[src/rtl/ocra1_pkg.sv]
// Shared channel codes, word layout, scheduler state codes and word-building helpers.
package ocra1_pkg;

   localparam logic [1:0] CH_X  = 2'd0;
   localparam logic [1:0] CH_Y  = 2'd1;
   localparam logic [1:0] CH_Z  = 2'd2;
   localparam logic [1:0] CH_Z2 = 2'd3;

   localparam int BCAST_BIT = 24;
   localparam int CH_LSB    = 25;

   localparam logic [1:0] ST_IDLE      = 2'd0;
   localparam logic [1:0] ST_SEND      = 2'd1;
   localparam logic [1:0] ST_WAIT_IDLE = 2'd2;
   localparam logic [1:0] ST_SETTLE    = 2'd3;

   function automatic logic [31:0] ocra1_word(input logic [1:0] ch, input logic bcast,
                                              input logic [23:0] payload);
      logic [31:0] w;
      w                = '0;
      w[23:0]          = payload;
      w[BCAST_BIT]     = bcast;
      w[CH_LSB +: 2]   = ch;
      return w;
   endfunction

   function automatic logic [1:0] next_ch(input logic [3:0] mask);
      if (mask[0])      return CH_X;
      else if (mask[1]) return CH_Y;
      else if (mask[2]) return CH_Z;
      else              return CH_Z2;
   endfunction

   // True when at most one channel bit is set.
   function automatic logic one_left(input logic [3:0] mask);
      return (mask & (mask - 4'd1)) == 4'd0;
   endfunction

endpackage

[src/rtl/ocra1_update_sched.sv]
// Arbitrates g/c gradient bundles and serialises masked channels into 32-bit words; ack one cycle
// after request, first word one cycle after ack; the broadcast word waits for busy_i low.
module ocra1_update_sched
   import ocra1_pkg::*;
#(
   parameter int GAP       = 0,
   parameter int SETTLE    = 4,
   parameter int STALL_MAX = 16
) (
   input  logic        clk,
   input  logic        rst_n,
   input  logic        g_req_i,
   input  logic [3:0]  g_mask_i,
   input  logic [95:0] g_data_i,
   output logic        g_ack_o,
   input  logic        c_req_i,
   input  logic [3:0]  c_mask_i,
   input  logic [95:0] c_data_i,
   output logic        c_ack_o,
   output logic [31:0] data_o,
   output logic        valid_o,
   input  logic        busy_i,
   input  logic        data_lost_i,
   output logic        sched_busy_o,
   output logic        late_o,
   output logic        err_lost_o,
   input  logic        clear_err_i
);

   localparam logic [7:0] GAP_W       = 8'(GAP);
   localparam logic [7:0] SETTLE_LAST = 8'(SETTLE - 1);
   localparam logic [7:0] STALL_W     = 8'(STALL_MAX);
   localparam logic [7:0] WAIT_SAT    = 8'(STALL_MAX + 1);

   logic [1:0]  state, state_nxt;
   logic [95:0] bundle;
   logic [3:0]  rem, rem_after, req_mask;
   logic [7:0]  gap_cnt, settle_cnt, wait_cnt;
   logic [1:0]  cur_ch;
   logic [23:0] payload;
   logic        g_take, c_take, take, emit_mid, emit_last;

   always_ff @(posedge clk) begin
      if (!rst_n) state <= ST_IDLE;
      else        state <= state_nxt;
   end

   // A request is never taken while an ack is still showing, so a held request cannot be re-acked.
   always_comb begin
      g_take       = (state == ST_IDLE) && g_req_i && !g_ack_o && !c_ack_o;
      c_take       = (state == ST_IDLE) && c_req_i && !g_req_i && !g_ack_o && !c_ack_o;
      take         = g_take | c_take;
      req_mask     = g_take ? g_mask_i : c_mask_i;
      cur_ch       = next_ch(rem);
      rem_after    = rem & ~(4'b0001 << cur_ch);
      emit_mid     = (state == ST_SEND) && (gap_cnt == 8'd0);
      emit_last    = (state == ST_WAIT_IDLE) && (gap_cnt == 8'd0) && !busy_i;
      sched_busy_o = (state != ST_IDLE);
      case (cur_ch)
         CH_X:    payload = bundle[23:0];
         CH_Y:    payload = bundle[47:24];
         CH_Z:    payload = bundle[71:48];
         default: payload = bundle[95:72];
      endcase
   end

   always_comb begin
      state_nxt = state;
      case (state)
         ST_IDLE:
            if (take && req_mask != 4'd0)
               state_nxt = one_left(req_mask) ? ST_WAIT_IDLE : ST_SEND;
         ST_SEND:
            if (emit_mid && one_left(rem_after)) state_nxt = ST_WAIT_IDLE;
         ST_WAIT_IDLE:
            if (emit_last) state_nxt = (SETTLE == 0) ? ST_IDLE : ST_SETTLE;
         ST_SETTLE:
            if (settle_cnt == SETTLE_LAST) state_nxt = ST_IDLE;
         default: state_nxt = ST_IDLE;
      endcase
   end

   always_ff @(posedge clk) begin
      if (!rst_n) begin
         bundle     <= '0;
         rem        <= '0;
         gap_cnt    <= '0;
         settle_cnt <= '0;
         wait_cnt   <= '0;
         g_ack_o    <= 1'b0;
         c_ack_o    <= 1'b0;
         valid_o    <= 1'b0;
         data_o     <= '0;
         late_o     <= 1'b0;
         err_lost_o <= 1'b0;
      end else begin
         g_ack_o <= g_take;
         c_ack_o <= c_take;
         if (take) begin
            bundle <= g_take ? g_data_i : c_data_i;
            rem    <= req_mask;
         end else if (emit_mid || emit_last) begin
            rem <= rem_after;
         end
         valid_o <= emit_mid | emit_last;
         data_o  <= (emit_mid | emit_last) ? ocra1_word(cur_ch, emit_last, payload) : '0;
         // Gap spacing also applies across bundle boundaries.
         if (emit_mid || emit_last)  gap_cnt <= GAP_W;
         else if (gap_cnt != 8'd0)   gap_cnt <= gap_cnt - 8'd1;
         settle_cnt <= (state == ST_SETTLE) ? settle_cnt + 8'd1 : 8'd0;
         if (!g_req_i || g_take || g_ack_o) wait_cnt <= 8'd0;
         else if (wait_cnt != WAIT_SAT)      wait_cnt <= wait_cnt + 8'd1;
         late_o     <= (wait_cnt > STALL_W) | (late_o & ~clear_err_i);
         err_lost_o <= data_lost_i | (err_lost_o & ~clear_err_i);
      end
   end

endmodule

[config.mk]
export PLATFORM = sky130hd
export DESIGN_NAME = ocra1_update_sched
export DESIGN_NICKNAME = d
export VERILOG_FILES = /design/src/rtl/ocra1_pkg.sv /design/src/rtl/ocra1_update_sched.sv
export SDC_FILE = /design/constraint.sdc
export NUM_CORES = 1
export LEC_CHECK = 0
export BUFFER_PORTS_ARGS = -buffer_cell sky130_fd_sc_hd__buf_4
export CELL_PAD_IN_SITES_DETAIL_PLACEMENT = 1
export CELL_PAD_IN_SITES_GLOBAL_PLACEMENT = 2
export CORE_MARGIN = 1
export CORE_UTILIZATION = 31
export CTS_CLUSTER_DIAMETER = 40
export CTS_CLUSTER_SIZE = 20
export DETAILED_ROUTE_END_ITERATION = 16
export PLACE_DENSITY = 0.8
export REMOVE_ABC_BUFFERS = 1
export SKIP_LAST_GASP = 1
export SLEW_MARGIN = 30
export SYNTH_ARGS = -nofsm -noshare
export SYNTH_HDL_FRONTEND = slang
export SYNTH_SLANG_ARGS = --single-unit
[constraint.sdc]
create_clock -name clk -period 4.5 [get_ports clk]
set_input_delay 0.45 -clock clk [delete_from_list [all_inputs] [get_ports clk]]
set_output_delay 0.45 -clock clk [all_outputs]
set_load 0.02 [all_outputs]
* Word-level counts from Yosys, hierarchy flattened
Index checks and enable logic that the tools add are counted.
W data, S select, Z words.
** Cells by class
- Mux-type cells :: 14
- Bitwise operators :: 12
- Multipliers :: 0
- Order comparisons :: 1
- Equality and inequality tests :: 11
- $add $sub $neg :: 5
- Div/mod/pow operators :: 0
- Shift operators :: 1
- Reductions and logical operators :: 33
** Operators by type and width (count)
- $mux W96 :: 1
- $pmux W24 S3 :: 1
- $add A8 B1 Y8 const B :: 2
- $mux W2 :: 7
- $and A4 B4 Y4 :: 3
- $logic_and A1 B1 Y1 :: 12
- $mux W4 :: 3
- $eq A8 B2 Y1 const B :: 1
- $gt A8 B5 Y1 const B :: 1
- $logic_not A4 Y1 :: 2
- $logic_not A8 Y1 :: 1
- $ne A8 B5 Y1 const B :: 1
- $pmux W2 S4 :: 1
- $reduce_bool A8 Y1 :: 1
- $sub A4 B1 Y4 const B :: 2
- $sub A8 B1 Y8 const B :: 1
- $eq A2 B2 Y1 const B :: 3
- $eq A2 B1 Y1 const B :: 2
- $logic_not A1 Y1 :: 4
- $logic_not A2 Y1 :: 2
- $ne A2 B1 Y1 const B :: 2
- $ne A2 B2 Y1 const B :: 2
- $not A4 Y4 :: 1
- $or A1 B1 Y1 :: 4
- 10 further kinds :: 17
** Word-level totals
- Memories kept :: 0
- Bits in read-only memories :: 0
- Output and inout bits :: 38
- Bits in writable memories :: 0
- Flip-flop bits (word level) :: 163
- Bits in latches :: 0

* Longest topological paths before layout
- Depth after elaboration :: 12
- Gate-level depth with buffers :: 10

* Worst setup path after synthesis
OpenSTA, ideal clock, no wires.
- Path kind :: flip-flop to flip-flop
- Start :: register state[0]
- End :: register rem[2]
- Cell stages (with the launch flop) :: 10
- Data arrival time :: 1.999 ns
- Setup slack :: 2.370 ns
- Buffers on the path :: 3
- Data required time :: 4.369 ns
- Path through :: dfxtp_1 -> inv_1 -> ha_1 -> nor4bb_1 -> clkbuf_1 -> clkbuf_1 -> buf_2 -> mux2_2 -> nand2_1 -> a21oi_1
** On the way
- Longest elaborated chain between the ends :: 7
- Elaborated cells between the ends (all ways) :: 18
** Ends and longest elaborated chain
- from (decl) :: line ocra1_update_sched.sv:35 : logic [1:0] state, state_nxt;
- from (signal assigned) :: line ocra1_update_sched.sv:45 : else state <= state_nxt;
- $logic_not A2 Y1 :: line ocra1_update_sched.sv:50, ocra1_update_sched.sv:51
- $logic_and A1 B1 Y1 (4 in a row) :: line ocra1_update_sched.sv:51 : c_take = (state == ST_IDLE) && c_req_i && !g_req_i && !g_ack_o && !c_ack_o;
- $or A1 B1 Y1 :: line ocra1_update_sched.sv:52 : take = g_take | c_take;
- $mux W4 / $reduce_bool A2 Y1 (equally long branches)
- to (signal assigned) :: line ocra1_update_sched.sv:101 : rem <= req_mask;
- to (signal assigned) :: line ocra1_update_sched.sv:103 : rem <= rem_after;
- to (decl) :: line ocra1_update_sched.sv:37 : logic [3:0] rem, rem_after, req_mask;
Parallel ways exist; a longest one is shown, timed or not.
A chain may end at the register's enable or synchronous reset.

* Final worst setup path
- Start :: register state[0]
- End :: register state[0]
** On the way
- Longest elaborated chain between the ends :: 11
- Elaborated cells between the ends (all ways) :: 30
** Ends and longest elaborated chain
- $logic_not A2 Y1 :: line ocra1_update_sched.sv:50, ocra1_update_sched.sv:51, ocra1_update_sched.sv:69
- $logic_and A1 B1 Y1 (3 in a row) :: line ocra1_update_sched.sv:50 : g_take = (state == ST_IDLE) && g_req_i && !g_ack_o && !c_ack_o;
- $mux W4 :: line ocra1_update_sched.sv:53 : req_mask = g_take ? g_mask_i : c_mask_i;
- $sub A4 B1 Y4 :: line ocra1_pkg.sv:36 : return (mask & (mask - 4'd1)) == 4'd0;
- $and A4 B4 Y4 :: line ocra1_pkg.sv:36
- $logic_not A4 Y1 :: line ocra1_pkg.sv:36
- $mux W2 :: line ocra1_update_sched.sv:72 : state_nxt = one_left(req_mask) ? ST_WAIT_IDLE : ST_SEND;
- $mux W2 :: line ocra1_update_sched.sv:71 : if (take && req_mask != 4'd0)
- $pmux W2 S4 :: line ocra1_update_sched.sv:69 : case (state)
Parallel ways exist; a longest one is shown, timed or not. The select of a mux whose other input is x is not followed.

==> flow_metrics.env <==
export IMPL_syn_area_mm2=0.00731
export IMPL_io_pins=245
export IMPL_gp_congestion=0.714
export IMPL_pre_cts_slack_ps=1730
export IMPL_clock_sinks=158
export IMPL_grt_max_degree=77
export IMPL_cts_resized=0
export IMPL_grt_remaining_overflow=0
export IMPL_max_stage_delay_ps=550
export IMPL_grt_usage=0.186
export IMPL_finalCritPeriodShare=0.611
export IMPL_dr_pass1_iters=4
export IMPL_period_needed_ps=2750
export IMPL_dp_cells=1326
export IMPL_routedWlPerCell_um=16.1
export IMPL_timing_max_cap_violations=0
export IMPL_crit_buf_inv=2
export IMPL_fp_dieW_um=156
export IMPL_worstPathRequired_ps=4850
export IMPL_hold_ws_ps=225
export IMPL_status="complete, no violations"
export IMPL_yosys_warnings=0
export IMPL_grt_pass1_vias=6787
export IMPL_worst_path_dominant_cell_family="simple AND/OR/NAND/NOR gates"
export IMPL_clock_skew_ps=11.3
export IMPL_critical_path_slowest_cell="or4_1"
export IMPL_area_growth_syn_to_layout_pct=35.6
export IMPL_die_y_um=156
export IMPL_die_area_mm2=0.0242
export IMPL_arrival_ps=3100
export IMPL_synth_edf_count=0
export IMPL_vias_per_cell=4.85
export IMPL_post_cts_buffers=0
export IMPL_ys_top_cells_by_area="dfxtp_1 (43%), mux2i_1 (14%), a211oi_1 (10%)"
export IMPL_cts_path_max_buffers=2
export IMPL_grt_busiest_layer="met2"
export IMPL_grt_use_met1=0.230
export IMPL_synth_area_per_cell_um2=8.80
export IMPL_critical_path_class="flip-flop to flip-flop"
export IMPL_final_nets=1249
export IMPL_cts_tree="built"
export IMPL_fin_cells=1357
export IMPL_holdBufCountCts=0
export IMPL_async_flop_share=0
export IMPL_hold_path_class="input pin to flip-flop"
export IMPL_worst_slack_ps=1750
export IMPL_ant_nets=0
export IMPL_htree_levels=4
export IMPL_multiInputGateArea_mm2=0.00374
export IMPL_cts_root_buf="clkbuf_16"
export IMPL_syn_inst=831
export IMPL_startpoint_type="flip-flop"
export IMPL_crit_chain="inv_1 > ha_1 > nor4bb_4 > buf_12 > mux2i_1 > o2111ai_1 > or4_1 > a21oi_1"
export IMPL_critPathCaptureType="flip-flop"
export IMPL_core_mm2=0.0229
export IMPL_setup_tns_final_ps=0
export IMPL_dpl_hpwl_um=15200
export IMPL_synth_cell_types=48
export IMPL_yosysSeqAreaShare=0.432
export IMPL_tightest_slew_ps=830
export IMPL_port_buffer_count=239
export IMPL_antennaDiodeCount=0
export IMPL_rsz0062_at_grt="no"
export IMPL_seqCellArea_mm2=0.00317
export IMPL_clk_latency_ps=430
export IMPL_drc_errors=0
export IMPL_netlist_area_leader_share=0.432
export IMPL_hold_viol=0
export IMPL_fillers=2700
export IMPL_p_per_area_mw_per_mm2=586
export IMPL_synth_top_cell_by_area="dfxtp_1"
export IMPL_wirelength_um=21800
export IMPL_use_met2=0.315
export IMPL_grtUsageMet3=0.0517
export IMPL_drive_above_1_share=0.285
export IMPL_setup_viol=0
export IMPL_cp_max_fo=76
export IMPL_clk_pin_slew_ps=60
export IMPL_max_vdd_ir_drop_v=0.000222
export IMPL_clock_fmax_mhz=364
export IMPL_vias=6587
export IMPL_antenna_found_initial=0
export IMPL_grt_pass1_wl_um=34900
export IMPL_synth_seq_cells=158
export IMPL_numCtsBuffers=17
export IMPL_rows=55
export IMPL_start_util=0.319
export IMPL_drt_iter0_markers=222
export IMPL_synth_ff_type="dfxtp_1"
export IMPL_slew_limit_headroom=0.446
export IMPL_finalMaxSlewViolations=0
export IMPL_p_leak_nw=4.14
[Yosys cell counts, types with 11 or more instances]
cell	instances
nor2_1	179
dfxtp_1	158
mux2i_1	99
buf_2	19
nand2_1	12
nand3_1	11
a211oi_1	97
inv_1	34
a21oi_1	36
nor3_1	30
a221oi_1	24
clkbuf_1	34
[state kept, by name (all words and copies together) (netlist names)]
signal	count
data_o	27
c_ack_o	1
late_o	1
gap_cnt	8
wait_cnt	8
settle_cnt	8
bundle	96
rem	4
valid_o	1
g_ack_o	1
err_lost_o	1
state	2
[worst reg2reg max path, stage by stage (launching register included)]
cell,delay [ps]
dfxtp_1,340
inv_1,110
ha_1,220
nor4bb_4,360
buf_12,450
mux2i_1,310
o2111ai_1,210
or4_1,550
a21oi_1,130
[area by class of cell]
type / count / area share
repair buffers: 249 / 0.192
inverters: 35 / 0.0134
well taps: 313 / 0.0395
multi-input cells: 571 / 0.377
clock buffers: 17 / 0.0429
clock inverters: 14 / 0.0161
flip-flops and latches: 158 / 0.319
[per-stage QoR]
| stage | utilization | power, W | cell area, µm² |
|---|---|---|---|
| 3_3_place_gp | 0.407 | 0.00438 | 9340 |
| 5_1_grt | 0.433 | 0.00627 | 9920 |
| 2_1_floorplan | - | 0.00376 | 7010 |
| 6_report | 0.433 | 0.00581 | 9920 |
| 3_5_place_dp | 0.407 | 0.00443 | 9340 |
| 4_1_cts | 0.433 | 0.00591 | 9920 |
[path summary, 6_finish.rpt]
path | endpoint | cells after the start | slack (ps) | start
worst min register to register | settle_cnt[0] | 1 | 470 | settle_cnt[0]
worst max register to register | state[0] | 8 | 1750 | state[0]
worst max-delay path | state[0] | 8 | 1750 | state[0]
worst min-delay path | c_ack_o | 2 | 230 | g_req_i
[layout by cell type (no fill, tap or decap), types with 3 or more instances in the layout]
cell type and n:
a21oi_1 36, nor2_1 178, and3_1 5, a31oi_1 3
mux2i_1 99, clkinvlp_4 5, inv_1 34, o31ai_1 3
xnor2_1 6, nand3_1 11, clkbuf_16 17, a211oi_1 97
a221oi_1 24, nand2_1 12, o21ai_0 3, buf_4 246
conb_1 5, dfxtp_2 3, or2_2 3, buf_12 3
dfxtp_1 155, xor2_1 8, mux2_2 3, nor3_1 30
o211ai_1 5, nor4_1 3, or3_1 3, ha_1 10
[cell families (layout without fill, tap and decap cells)]
family | count (synthesis) | count (layout) | share of synthesized area
simple gates | 259 | 259 | 0.153
compound gates | 179 | 179 | 0.176
flops | 158 | 158 | 0.432
buf+inv | 106 | 315 | 0.0618
mux | 102 | 102 | 0.140
xor+xnor | 14 | 14 | 0.0168
fa+ha+maj | 12 | 12 | 0.0198
other cells | 1 | 5 | 0.000513
[layer usage]
metal	routed length, µm	part of all wire
met1	9870	0.45
met4	205	0.0094
met2	10400	0.48
met3	1360	0.062
met5	0	0
[where the power goes]
| group | switching, W | internal, W |
|---|---|---|
| registers | 0.000226 | 0.00178 |
| clock network | 0.000626 | 0.000825 |
| logic | 0.00135 | 0.000997 |
No activity file was read; power rests on OpenSTA's default activity.
